`config.mk`:
```
export PLATFORM = sky130hd
export DESIGN_NAME = x_uart_cmd
export DESIGN_NICKNAME = d
export VERILOG_FILES = /design/src/rtl/x_uart_cmd.sv
export SDC_FILE = /design/constraint.sdc
export NUM_CORES = 1
export LEC_CHECK = 0
export BUFFER_PORTS_ARGS = -buffer_cell sky130_fd_sc_hd__buf_2
export CAP_MARGIN = 20
export CORE_MARGIN = 2
export CORE_UTILIZATION = 45
export CTS_BUF_LIST = sky130_fd_sc_hd__clkbuf_8
export DETAILED_ROUTE_END_ITERATION = 12
export PLACE_DENSITY_LB_ADDON = 0.3
export SKIP_CTS_REPAIR_TIMING = 1
export SYNTH_ARGS = -nofsm -noshare
export SYNTH_HDL_FRONTEND = slang
export SYNTH_SLANG_ARGS = --single-unit
```
`constraint.sdc`:
```
create_clock -name i_clk -period 2.1 [get_ports i_clk]
set_input_delay 0.42 -clock i_clk [delete_from_list [all_inputs] [get_ports i_clk]]
set_output_delay 0.42 -clock i_clk [all_outputs]
set_load 0.02 [all_outputs]
```
`src/rtl/x_uart_cmd.sv`:
```
`default_nettype none
// ============================================================================
// x_uart_cmd
// Decodes 1-/2-byte UART commands into register writes/reads and measurement
// triggers, returning one response byte per command over valid/ready.
// Revision: 1.0
// ============================================================================
module x_uart_cmd #(
    parameter int         p_timeout = 120000,
    parameter logic [7:0] p_ack     = 8'h06,
    parameter logic [7:0] p_nak     = 8'h15
) (
    input  logic       i_clk,
    input  logic       i_rst_n,
    input  logic       i_rx_valid,
    input  logic [7:0] i_rx_data,
    output logic       o_reg_we,
    output logic       o_reg_re,
    output logic [3:0] o_reg_addr,
    output logic [7:0] o_reg_wdata,
    input  logic [7:0] i_reg_rdata,
    output logic       o_trig,
    input  logic       i_done,
    input  logic [7:0] i_result,
    output logic       o_tx_valid,
    output logic [7:0] o_tx_data,
    input  logic       i_tx_ready,
    output logic       o_busy,
    output logic       o_err
);

    localparam int              c_tw   = (p_timeout > 1) ? $clog2(p_timeout) : 1;
    localparam logic [c_tw-1:0] c_tmax = c_tw'(p_timeout - 1);

    localparam logic [1:0] c_op_write = 2'b01;
    localparam logic [1:0] c_op_read  = 2'b10;
    localparam logic [1:0] c_op_trig  = 2'b11;

    typedef enum logic [2:0] {
        S_IDLE  = 3'd0,
        S_DATA  = 3'd1,
        S_WRITE = 3'd2,
        S_READ  = 3'd3,
        S_TRIG  = 3'd4,
        S_WAIT  = 3'd5,
        S_RESP  = 3'd6
    } state_t;

    state_t          r_state;
    logic [c_tw-1:0] r_timer;
    logic [3:0]      r_addr;
    logic [7:0]      r_wdata;
    logic [7:0]      r_resp;
    logic            r_reg_we;
    logic            r_reg_re;
    logic            r_trig;
    logic            r_tx_valid;
    logic            r_err;

    always_ff @(posedge i_clk or negedge i_rst_n) begin
        if (!i_rst_n) begin
            r_state    <= S_IDLE;
            r_timer    <= '0;
            r_addr     <= '0;
            r_wdata    <= '0;
            r_resp     <= '0;
            r_reg_we   <= 1'b0;
            r_reg_re   <= 1'b0;
            r_trig     <= 1'b0;
            r_tx_valid <= 1'b0;
            r_err      <= 1'b0;
        end else begin
            // Strobes are single-cycle; the timer only runs while it is explicitly advanced.
            r_reg_we <= 1'b0;
            r_reg_re <= 1'b0;
            r_trig   <= 1'b0;
            r_err    <= 1'b0;
            r_timer  <= '0;
            case (r_state)
                S_IDLE: begin
                    if (i_rx_valid) begin
                        case (i_rx_data[7:6])
                            c_op_write: begin
                                r_addr  <= i_rx_data[3:0];
                                r_state <= S_DATA;
                            end
                            c_op_read: begin
                                r_addr   <= i_rx_data[3:0];
                                r_reg_re <= 1'b1;
                                r_state  <= S_READ;
                            end
                            c_op_trig: begin
                                r_trig  <= 1'b1;
                                r_state <= S_TRIG;
                            end
                            default: ;
                        endcase
                    end
                end
                S_DATA: begin
                    // A byte on the final timer cycle still completes the write.
                    if (i_rx_valid) begin
                        r_wdata  <= i_rx_data;
                        r_reg_we <= 1'b1;
                        r_state  <= S_WRITE;
                    end else if (r_timer == c_tmax) begin
                        r_err   <= 1'b1;
                        r_state <= S_IDLE;
                    end else begin
                        r_timer <= r_timer + 1'b1;
                    end
                end
                S_WRITE: begin
                    r_err      <= i_rx_valid;
                    r_resp     <= p_ack;
                    r_tx_valid <= 1'b1;
                    r_state    <= S_RESP;
                end
                S_READ: begin
                    r_err      <= i_rx_valid;
                    r_resp     <= i_reg_rdata;
                    r_tx_valid <= 1'b1;
                    r_state    <= S_RESP;
                end
                S_TRIG: begin
                    r_err   <= i_rx_valid;
                    r_state <= S_WAIT;
                end
                S_WAIT: begin
                    r_err <= i_rx_valid;
                    if (i_done) begin
                        r_resp     <= i_result;
                        r_tx_valid <= 1'b1;
                        r_state    <= S_RESP;
                    end else if (r_timer == c_tmax) begin
                        r_resp     <= p_nak;
                        r_tx_valid <= 1'b1;
                        r_state    <= S_RESP;
                    end else begin
                        r_timer <= r_timer + 1'b1;
                    end
                end
                S_RESP: begin
                    r_err <= i_rx_valid;
                    if (r_tx_valid && i_tx_ready) begin
                        r_tx_valid <= 1'b0;
                        r_state    <= S_IDLE;
                    end
                end
                default: r_state <= S_IDLE;
            endcase
        end
    end

    assign o_reg_we    = r_reg_we;
    assign o_reg_re    = r_reg_re;
    assign o_reg_addr  = r_addr;
    assign o_reg_wdata = r_wdata;
    assign o_trig      = r_trig;
    assign o_tx_valid  = r_tx_valid;
    assign o_tx_data   = r_resp;
    assign o_busy      = (r_state != S_IDLE);
    assign o_err       = r_err;

endmodule
`default_nettype wire
```
======== After elaboration in Yosys (flattened, before gate mapping) ========
Index checks and enable logic that the tools add are counted.
storage, ports and cells
  flip-flop bits (word level) ............. 45
  bits of input ports ..................... 29
cells by class
  add/sub/neg operators ................... 1
  equal/unequal tests ..................... 15
  multiplexer cells ....................... 30
  reduce and logical (&&, ||, !) cells .... 13
operator list
  operator                 count
  $mux W17                 3
  $pmux W17 S2             1
  $pmux W8 S3              1
  $mux W3                  6
  $pmux W3 S6              1
  $add A17 B1 Y17 const B  1
  $eq A17 B17 Y1 const B   1
  $mux W8                  2
  $mux W1                  13
  $eq A3 B3 Y1 const B     3
  $pmux W3 S3              1
  $reduce_bool A3 Y1       3
  $eq A3 B2 Y1 const B     2
  $ne A3 B3 Y1 const B     2
  $reduce_and A3 Y1        2
  $reduce_and A5 Y1        1
  $reduce_or A5 Y1         1
  $eq A2 B2 Y1 const B     2
  $ne A2 B2 Y1 const B     2
  $ne A4 B1 Y1 const B     1
  $reduce_and A2 Y1        2
  $reduce_or A2 Y1         2
  $eq A3 B1 Y1 const B     1
  $logic_not A3 Y1         1
  other kinds (4)          4

======== Depth between registers and ports, before layout ========
Gate-level depths: netlist of run 1.
  depth in word-level cells ............... 4
  depth in mapped cells ................... 8
  gate-level depth less buffers ........... 6

======== Worst setup path before layout of run 1 ========
OpenSTA, ideal clock, no wires.
  path kind ............................... register -> register
  from .................................... register r_timer[0]
  to ...................................... register r_state[0]
  setup time .............................. 0.133 ns
  data arrival time ....................... 1.815 ns
  required time ........................... 1.967 ns
  path slack .............................. 0.152 ns
  stages on the path, launching flop included .. 9
  path buffers ............................ 3
  clock period less this slack ............ 1.948 ns
  cell sequence ........................... dfrtp_1 > ha_1 > buf_4 > or4b_4 > nor4_2 > or3_1 > buf_6 > buf_6 > o41ai_1
on the way
  longest elaborated chain between the ends .. 3
  elaborated cells on any way between the ends .. 4
  those cells by class .................... eq/ne: 3; reduce/logical: 1
ends and longest elaborated chain
  what                                    RTL line  RTL
  start: declaration                      50        logic [c_tw-1:0] r_timer;
  start signal: assignment                110       r_timer <= r_timer + 1'b1;
  start signal: assignment                140       r_timer <= r_timer + 1'b1;
  $eq A17 B17 Y1 (*)                      106, 135
  $ne A3 B3 Y1 (no source line)           -
  $reduce_and A5 Y1 (no source line) (*)  -
  end signal: assignment                  105       r_state <= S_WRITE;
  end signal: assignment                  108       r_state <= S_IDLE;
  end signal: assignment                  134       r_state <= S_RESP;
  end: declaration                        49        state_t r_state;
Every way passes the cells marked *; elsewhere a longest branch is shown, timed or not.
A chain may end at the register's enable or synchronous reset.

======== Final worst setup path of run 1 ========
  from .................................... register r_timer[0]
  to ...................................... register r_resp[0] (netlist: o_tx_data[0])
on the way
  longest elaborated chain between the ends .. 3
ends and longest elaborated chain
  what                                RTL line  RTL
  $eq A17 B17 Y1                      135       end else if (r_timer == c_tmax) begin
  $ne A3 B3 Y1 (no source line)       -
  $reduce_and A2 Y1 (no source line)  -
  end signal: assignment              121       r_resp <= i_reg_rdata;
  end signal: assignment              132       r_resp <= i_result;
  end signal: assignment              136       r_resp <= p_nak;
  end: declaration                    53        logic [7:0] r_resp;
No other way between the ends.

==> results of run 1 <==
-- metal layers --
metal  vias up  track usage  wire [um]
met4         0       0.0507         31
met2        49        0.274       2090
met1       885        0.237       2160
li1        917            -          -
met3         4       0.0442        279
met5         -            0          0
-- layout make-up --
cell class,instances,share of cell area
clock buffers,5,0.0248
clock inverters,3,0.0167
inverters,12,0.0162
multi-input cells,157,0.380
flip-flops and latches,45,0.405
well taps,67,0.0302
repair buffers,65,0.127
-- final timing paths --
path / slack [ns] / cells past startpoint / endpoint / startpoint
worst max-delay path: 0.15 / 5 / o_tx_data[0]$_DFFE_PN0P_ / r_timer[0]$_DFF_PN0_
min in group i_clk: 0.35 / 2 / o_reg_wdata[4]$_DFFE_PN0P_ / i_rx_data[4]
worst max register to register: 0.15 / 5 / o_tx_data[0]$_DFFE_PN0P_ / r_timer[0]$_DFF_PN0_
worst min register to register: 0.51 / 1 / o_reg_addr[2]$_DFFE_PN0P_ / o_reg_addr[2]$_DFFE_PN0P_
max in group asynchronous: 1.51 / 2 / r_timer[9]$_DFF_PN0_ / i_rst_n
worst min-delay path: 0.19 / 2 / o_tx_data[6]$_DFFE_PN0P_ / i_rst_n
-- metrics by stage --
step           hold slack, ns  total power, mW  TNS [ns]  instance area, um2  instances
2_1_floorplan           0.124             2.17         0                2290        225
3_3_place_gp            0.486             2.55         0                2660        345
3_5_place_dp            0.490             2.58         0                2660        345
4_1_cts                 0.218             3.24         0                2770        353
5_1_grt                 0.224             3.44  -0.00972                2780        354
6_report                0.189             3.21         0                2780        354
-- cell usage in the layout, fill, tap and decap left out, types with 2 or more instances in the layout --
cell and n:
sky130_fd_sc_hd__a21oi_1 7, sky130_fd_sc_hd__a221oi_1 2, sky130_fd_sc_hd__a22o_1 4, sky130_fd_sc_hd__a32oi_1 2, sky130_fd_sc_hd__and3_1 4, sky130_fd_sc_hd__buf_2 54
sky130_fd_sc_hd__buf_4 11, sky130_fd_sc_hd__clkbuf_8 5, sky130_fd_sc_hd__dfrtp_1 45, sky130_fd_sc_hd__ha_1 5, sky130_fd_sc_hd__inv_1 12, sky130_fd_sc_hd__mux2_2 12
sky130_fd_sc_hd__nand2_1 18, sky130_fd_sc_hd__nand2b_1 5, sky130_fd_sc_hd__nand3_1 7, sky130_fd_sc_hd__nand4_1 5, sky130_fd_sc_hd__nand4b_1 4, sky130_fd_sc_hd__nor2_1 21
sky130_fd_sc_hd__nor2b_1 4, sky130_fd_sc_hd__nor3_1 6, sky130_fd_sc_hd__nor4_1 5, sky130_fd_sc_hd__o21ai_0 8, sky130_fd_sc_hd__o22ai_1 2, sky130_fd_sc_hd__o31ai_1 2
sky130_fd_sc_hd__or3_1 2, sky130_fd_sc_hd__xnor2_1 9, sky130_fd_sc_hd__xor2_1 5
-- cells in the mapped netlist (6+ instances only) --
cell type and n:
sky130_fd_sc_hd__o21ai_0 8, sky130_fd_sc_hd__a21oi_1 7, sky130_fd_sc_hd__xnor2_1 9, sky130_fd_sc_hd__nand2_1 18, sky130_fd_sc_hd__nand3_1 7, sky130_fd_sc_hd__clkbuf_1 8, sky130_fd_sc_hd__inv_1 12, sky130_fd_sc_hd__dfrtp_1 45
sky130_fd_sc_hd__nor3_1 6, sky130_fd_sc_hd__mux2_2 12, sky130_fd_sc_hd__nor2_1 21
-- registers in the layout (all words and copies together), names as in the netlist --
signal and flops:
o_reg_re 1, o_reg_addr 4, o_tx_valid 1, o_err 1, r_timer 17, o_trig 1, r_state 3, o_reg_we 1
o_reg_wdata 8, o_tx_data 8
-- power groups by stage --
stage | logic [mW] | clock network, mW | registers, mW
after floorplan | 0.673 | 0 | 1.50
after global routing | 1.43 | 0.711 | 1.30
after global placement | 1.28 | 0 | 1.27
final | 1.30 | 0.651 | 1.26
after CTS | 1.31 | 0.673 | 1.26
after detailed placement | 1.30 | 0 | 1.28
-- cells by family after synthesis --
kind of cell,Yosys count,synth area share
multiplexers,12,0.0591
XOR/XNOR,14,0.0536
flip-flops,45,0.493
adder cells (fa/ha/maj),5,0.0274
AND/OR/NAND/NOR,89,0.209
AO/OA/AOI/OAI,37,0.112
buffers and inverters,23,0.0460
-- worst max-delay path, cell delays in order, from the launching register on --
cell	delay (ns)
sky130_fd_sc_hd__dfrtp_1	0.42
sky130_fd_sc_hd__ha_1	0.18
sky130_fd_sc_hd__or4b_4	0.47
sky130_fd_sc_hd__o41a_1	0.40
sky130_fd_sc_hd__a221oi_1	0.26
sky130_fd_sc_hd__o31ai_1	0.11
==> results.md, run 1 <==
- Top cell type by total area after synthesis: sky130_fd_sc_hd__dfrtp_1
- Post-synth design cell area: around 0.0023 mm2
- Tightest Hold Check Type: in -> async
- Number of enable-type register cells in the synthesized netlist: 0
- Pre-Repair DR Iteration Count: 4
- Switching Share: 0.374
- Filler cells: 451
- Global route total overflow: 0
- Footprint of the multi-input gates: about 0.0011 mm2
- Num Clock Sinks: 45
- Clock tree from TritonCTS: yes
- Dominant synthesized flop cell: sky130_fd_sc_hd__dfrtp_1
- Pin count of the biggest net entering global routing: 46
- GRT Util Overall: 0.173
- Startpoint-to-endpoint class of the critical path: reg -> reg
- Required time worst endpoint: 2.27 ns
- Routed length per placed instance: approximately 13 um
- Average cell area after synthesis: around 10 um2
- PwrDens: 1150 mW/mm2
- Finished Core Util: 0.577
- Number of register bits inferred by synthesis: 45
- Starting DRT DRC Count: a little under 80
- # setup viols final: 0
- Headroom to the max-slew limit: 0.622
- Clock period minus final worst setup slack: approximately 2 ns
- Setup clock skew after layout: a little under 0.005 ns
- Worst-skew pair later-pin latency: 0.29 ns
- Storage cell area: 0.00113 mm2
- Worst Setup Start Kind: flip-flop
- Layout overhead on the synthesized area: 21.5%
- Worst Setup End Kind: flip-flop
- Global-route wire length before repair: between 7000 and 8000 um
- Combinational share of power: 0.405
- Distinct cells, synth: 45
- Clock group share of total power: 0.203
- Final period utilization: 0.929
- Crit-path max FO: 5
- Max Transition Viols Final: 0
- Final hold violation count: 0
- Number of antenna diodes: 0
- Number of antenna violations at the first check in global routing: 0
- H-Tree Depth: 2
- Fin nets: 320
- Number of vias after detailed routing: about 1900
- Top-Level Pins: between 50 and 60
- Buffer levels on the longest clock path: 2
- Worst Tran Pin Value: ~0.57 ns
- Part of the power in registers: 0.392
- Core area: ~0.0048 mm2
- Horizontal die dimension: 75.3 um
- Leakage: about 1.3 nW
- Gate count after technology mapping: between 200 and 250
- Fraction of layout cells with a size suffix above 1: 0.310
- Signal arrival time at the worst endpoint: ~2.1 ns
- Cell at the root of the clock tree: sky130_fd_sc_hd__clkbuf_8
- Share of synthesized area occupied by flip-flops and latches: 0.493
- Vias in the first global route: roughly 1700
- Average via count per standard cell: roughly 5.2
- Worst vdd ir: just under 0.7 mV
- Port-buffer cells: 54
- Post-route DRC: 0
- Total Routed Length: between 4000 and 5000 um
- Antenna viol nets, final: 0
- Worst Setup Slack post-DPL: 0.163 ns
- Synthesized net count: around 260
- Cell Rows: 25
- Last weighted congestion value of the routability-driven placer: ~0.86
- Net switching power figure: 1.20 mW
- Share of synthesized flip-flops with an asynchronous set or reset: 1.00
- Maximum operating frequency: approximately 510 MHz
- DP HPWL: 3280 um
- Status: finished clean
- Warnings, synthesis: 0
- Area fraction of the dominant cell type after synthesis: 0.493
- Leading cell types by total area after synthesis: sky130_fd_sc_hd__dfrtp_1, sky130_fd_sc_hd__mux2_2, sky130_fd_sc_hd__nor2_1, sky130_fd_sc_hd__xnor2_1, sky130_fd_sc_hd__nand2_1
- Final setup slack of the worst path: ~0.15 ns
- Cell-internal power: around 2 mW
- Starting utilization of the core area: 0.475
- Clock-pin transition on the worst setup and hold timing paths: about 0.09 ns
- Die height: ~75 um
- TritonCTS buffer count: 5
- Area enclosed by the die boundary: around 0.0057 mm2
- Max-capacitance violation count: 0
Power figures use the tool's default switching activity.
==> run 2, diff against run 1 <==
--- a/config.mk
+++ b/config.mk
@@ -8,7 +8,7 @@
 export BUFFER_PORTS_ARGS = -buffer_cell sky130_fd_sc_hd__buf_2
 export CAP_MARGIN = 20
 export CORE_MARGIN = 2
-export CORE_UTILIZATION = 45
+export CORE_UTILIZATION = 35
 export CTS_BUF_LIST = sky130_fd_sc_hd__clkbuf_8
 export DETAILED_ROUTE_END_ITERATION = 12
 export PLACE_DENSITY_LB_ADDON = 0.3
==> run 2 against run 1 <==
  * Die area grew 27%
  * Sequential share of layout area shrank 0.18 points
  * Combinational power is essentially flat
  * Final cell count grew 2.8%
  * Clock skew grew 0.0057 ns
  * Sequential power is essentially flat
  * First-iteration DRC count grew 32%
  * Fmax grew 1.1%
  * Highest routed layer unchanged
==> results.md, run 2 (synthesis results as in run 1) <==
- Ordered list of cells on the worst path: ha_1 > or4b_4 > o41a_1 > a221oi_1 > o31ai_1
- Status: finished clean
- Leakage: 1.26 nW (+0.24%)
- Number of antenna violations at the first check in global routing: 0 (unchanged)
- Crit-path max FO: 5 (unchanged)
- Number of flip-flops in the largest register: 17 (unchanged)
- Tightest Hold Check Type: in -> reg
- TritonCTS buffer count: 5 (unchanged)
- # setup viols final: 0 (unchanged)
- Pre-Repair DR Iteration Count: 4 (unchanged)
- Delay of the slowest critical-path stage: 0.47 ns (about the same)
- Number of cells on the worst reg-to-reg path: 5 (unchanged)
- Unrepaired setup endpoints after global routing: no
- Required time worst endpoint: 2.29 ns (+0.02 ns)
- Most frequent cells in the layout: sky130_fd_sc_hd__buf_2, sky130_fd_sc_hd__dfrtp_1, sky130_fd_sc_hd__nor2_1
- Horizontal die dimension: 84.8 um (+13%)
- Count of buffering cells on the critical path with inverters included: 0 (unchanged)
- Launch point of the critical path: r_timer[0]$_DFF_PN0_
- Filler cells: 634 (+41%)
- Startpoint-to-endpoint class of the critical path: reg -> reg
- Port-buffer cells: 54 (unchanged)
- Switching Share: 0.388 (+0.0144)
- Final setup slack of the worst path: 0.171 ns (+0.0222 ns)
- DP HPWL: 3590 um (+9.5%)
- Vias in the first global route: 1811 (+7.7%)
- Hold-critical path endpoint: o_reg_wdata[4]$_DFFE_PN0P_
- R2r setup slk: 0.17 ns (+0.02 ns)
- Starting utilization of the core area: 0.360 (-0.115)
- Last weighted congestion value of the routability-driven placer: 0.845 (-1.7%)
- Global-route wire length before repair: 8410 um (+12%)
- Post-route DRC: 0 (unchanged)
- Top-Level Pins: 55 (unchanged)
- Headroom to the max-slew limit: 0.698 (+0.0767)
- Cell at the root of the clock tree: sky130_fd_sc_hd__clkbuf_8
- Average via count per standard cell: 5.05 (-3.5%)
- Area enclosed by the die boundary: 0.00719 mm2 (+27%)
- Layout overhead on the synthesized area: 22.1%
- Worst path slowest cell: sky130_fd_sc_hd__or4b_4
- Core area: 0.00635 mm2 (+32%)
- Global route total overflow: 0 (unchanged)
- Worst Setup Slack post-DPL: 0.171 ns (+0.00810 ns)
- Fraction of layout cells with a size suffix above 1: 0.307 (-0.00348)
- Hold path startpoint: i_rx_data[4]
- Max-capacitance violation count: 0 (unchanged)
- Cell Rows: 29 (+16%)
- GRT Util Overall: 0.146 (-0.0274)
- Combinational share of power: 0.412 (+0.007)
- Part of the power in registers: 0.403 (+0.011)
- Max Transition Viols Final: 0 (unchanged)
- Hold depth: 2
- Clock-pin transition on the worst setup and hold timing paths: 0.09 ns (about the same)
- Routed length per placed instance: 13.4 um (+4.2%)
- Maximum operating frequency: 518 MHz (+1.1%)
- Number of antenna diodes: 0 (unchanged)
- Total power consumption of the routed design: 3.15 mW (-1.7%)
- Fin area: 0.00279 mm2 (+0.45%)
- Worst Setup Start Kind: flip-flop
- Kind of cell adding the most delay to the critical path: compound AO/OA/AOI/OAI gates
- Signal arrival time at the worst endpoint: 2.12 ns (about the same)
- PwrDens: 1130 mW/mm2 (-2.2%)
- Most frequent standard cell in the layout excluding fill and tap cells: sky130_fd_sc_hd__buf_2
- Final hold violation count: 0 (unchanged)
- FF-to-FF End: o_tx_data[0]$_DFFE_PN0P_
- TNS Setup: 0 ns (unchanged)
- Starting DRT DRC Count: 102 (+32%)
- Worst Tran Pin Value: 0.452 ns (-0.115 ns)
- Worst hold slack: 0.340 ns (+0.152 ns)
- Num Clock Sinks: 45 (unchanged)
- Fin nets: 320 (unchanged)
- Worst Setup End Kind: flip-flop
- Worst-skew pair later-pin latency: 0.31 ns (+0.02 ns)
- Die height: 84.8 um (+13%)
- Cell-internal power: 1.93 mW (-4.0%)
- Net switching power figure: 1.22 mW (+2.1%)
- Total Routed Length: 4890 um (+7.2%)
- Antenna viol nets, final: 0 (unchanged)
- Number of vias after detailed routing: 1840 (-0.81%)
- Worst vdd ir: 0.578 mV (-17%)
- H-Tree Depth: 2 (unchanged)
- Placement-stage cell area: 0.00268 mm2 (+0.94%)
- FF-to-FF Start: r_timer[0]$_DFF_PN0_
- Pin count of the biggest net entering global routing: 25 (-46%)
- Buffer levels on the longest clock path: 2 (unchanged)
- Clock tree from TritonCTS: yes
- Clock period minus final worst setup slack: 1.93 ns (-0.0222 ns)
- Register ranked first by flip-flop count: r_timer
- Final period utilization: 0.919 (-0.0105)
- Setup clock skew after layout: 0.0106 ns (+0.00572 ns)
- Clock group share of total power: 0.185 (-0.018)
## run 2: cell count changes in the layout (fill, tap and decap cells not counted)
cell | before | now
sky130_fd_sc_hd__buf_4 | 11 | 9
sky130_fd_sc_hd__clkinvlp_4 | 1 | 0
sky130_fd_sc_hd__clkbuf_8 | 5 | 6
sky130_fd_sc_hd__buf_12 | 0 | 1
sky130_fd_sc_hd__inv_6 | 0 | 1
sky130_fd_sc_hd__dlygate4sd3_1 | 0 | 1
sky130_fd_sc_hd__bufinv_16 | 1 | 0
## run 2: worst max-delay path by stage
stage | end | slack (ns) | cells after the start
2_1_floorplan | r_state[0]$_DFFE_PN0P_ | 0.15 | 8
3_3_place_gp | o_tx_data[4]$_DFFE_PN0P_ | 0.23 | 5
3_5_place_dp | o_tx_data[0]$_DFFE_PN0P_ | 0.17 | 5
4_1_cts | o_tx_data[0]$_DFFE_PN0P_ | 0.16 | 5
5_1_grt | o_tx_data[0]$_DFFE_PN0P_ | 0.04 | 5
6_report | o_tx_data[0]$_DFFE_PN0P_ | 0.17 | 5
## run 2: layout make-up
class,count,area [um2],share of cell area
clock inverters,2,17.5,0.00628
clock buffers,6,82.6,0.0296
multi-input cells,157,1050,0.378
repair buffers,65,368,0.132
inverters,12,45.0,0.0161
well taps,77,96.3,0.0345
flip-flops and latches,45,1130,0.404
## run 2: worst reg2reg max path, cell delays in order, from the launching register on
cell,delay [ns]
sky130_fd_sc_hd__dfrtp_1,0.41
sky130_fd_sc_hd__ha_1,0.18
sky130_fd_sc_hd__or4b_4,0.47
sky130_fd_sc_hd__o41a_1,0.41
sky130_fd_sc_hd__a221oi_1,0.25
sky130_fd_sc_hd__o31ai_1,0.11
## run 2: through the flow
step                instances  utilization
floorplan                 225            -
global placement          355        0.422
detailed placement        355        0.422
CTS                       363        0.438
global route              364        0.439
finish                    364        0.439
## run 2: layer usage
layer  vias to the layer above  global-route usage  wire [um]
met4                         0              0.0563         91
met5                         -                   0          0
met1                       869               0.192       2280
met2                        45               0.236       2290
li1                        920                   -          -
met3                         6              0.0311        229
## run 2: power groups by stage
| stage | Clock [mW] | Combinational, mW | Sequential [mW] |
|---|---|---|---|
| after detailed placement | 0 | 1.31 | 1.29 |
| after global routing | 0.646 | 1.43 | 1.31 |
| after floorplan | 0 | 0.673 | 1.50 |
| final | 0.583 | 1.30 | 1.27 |
| after global placement | 0 | 1.30 | 1.28 |
| after CTS | 0.609 | 1.31 | 1.27 |
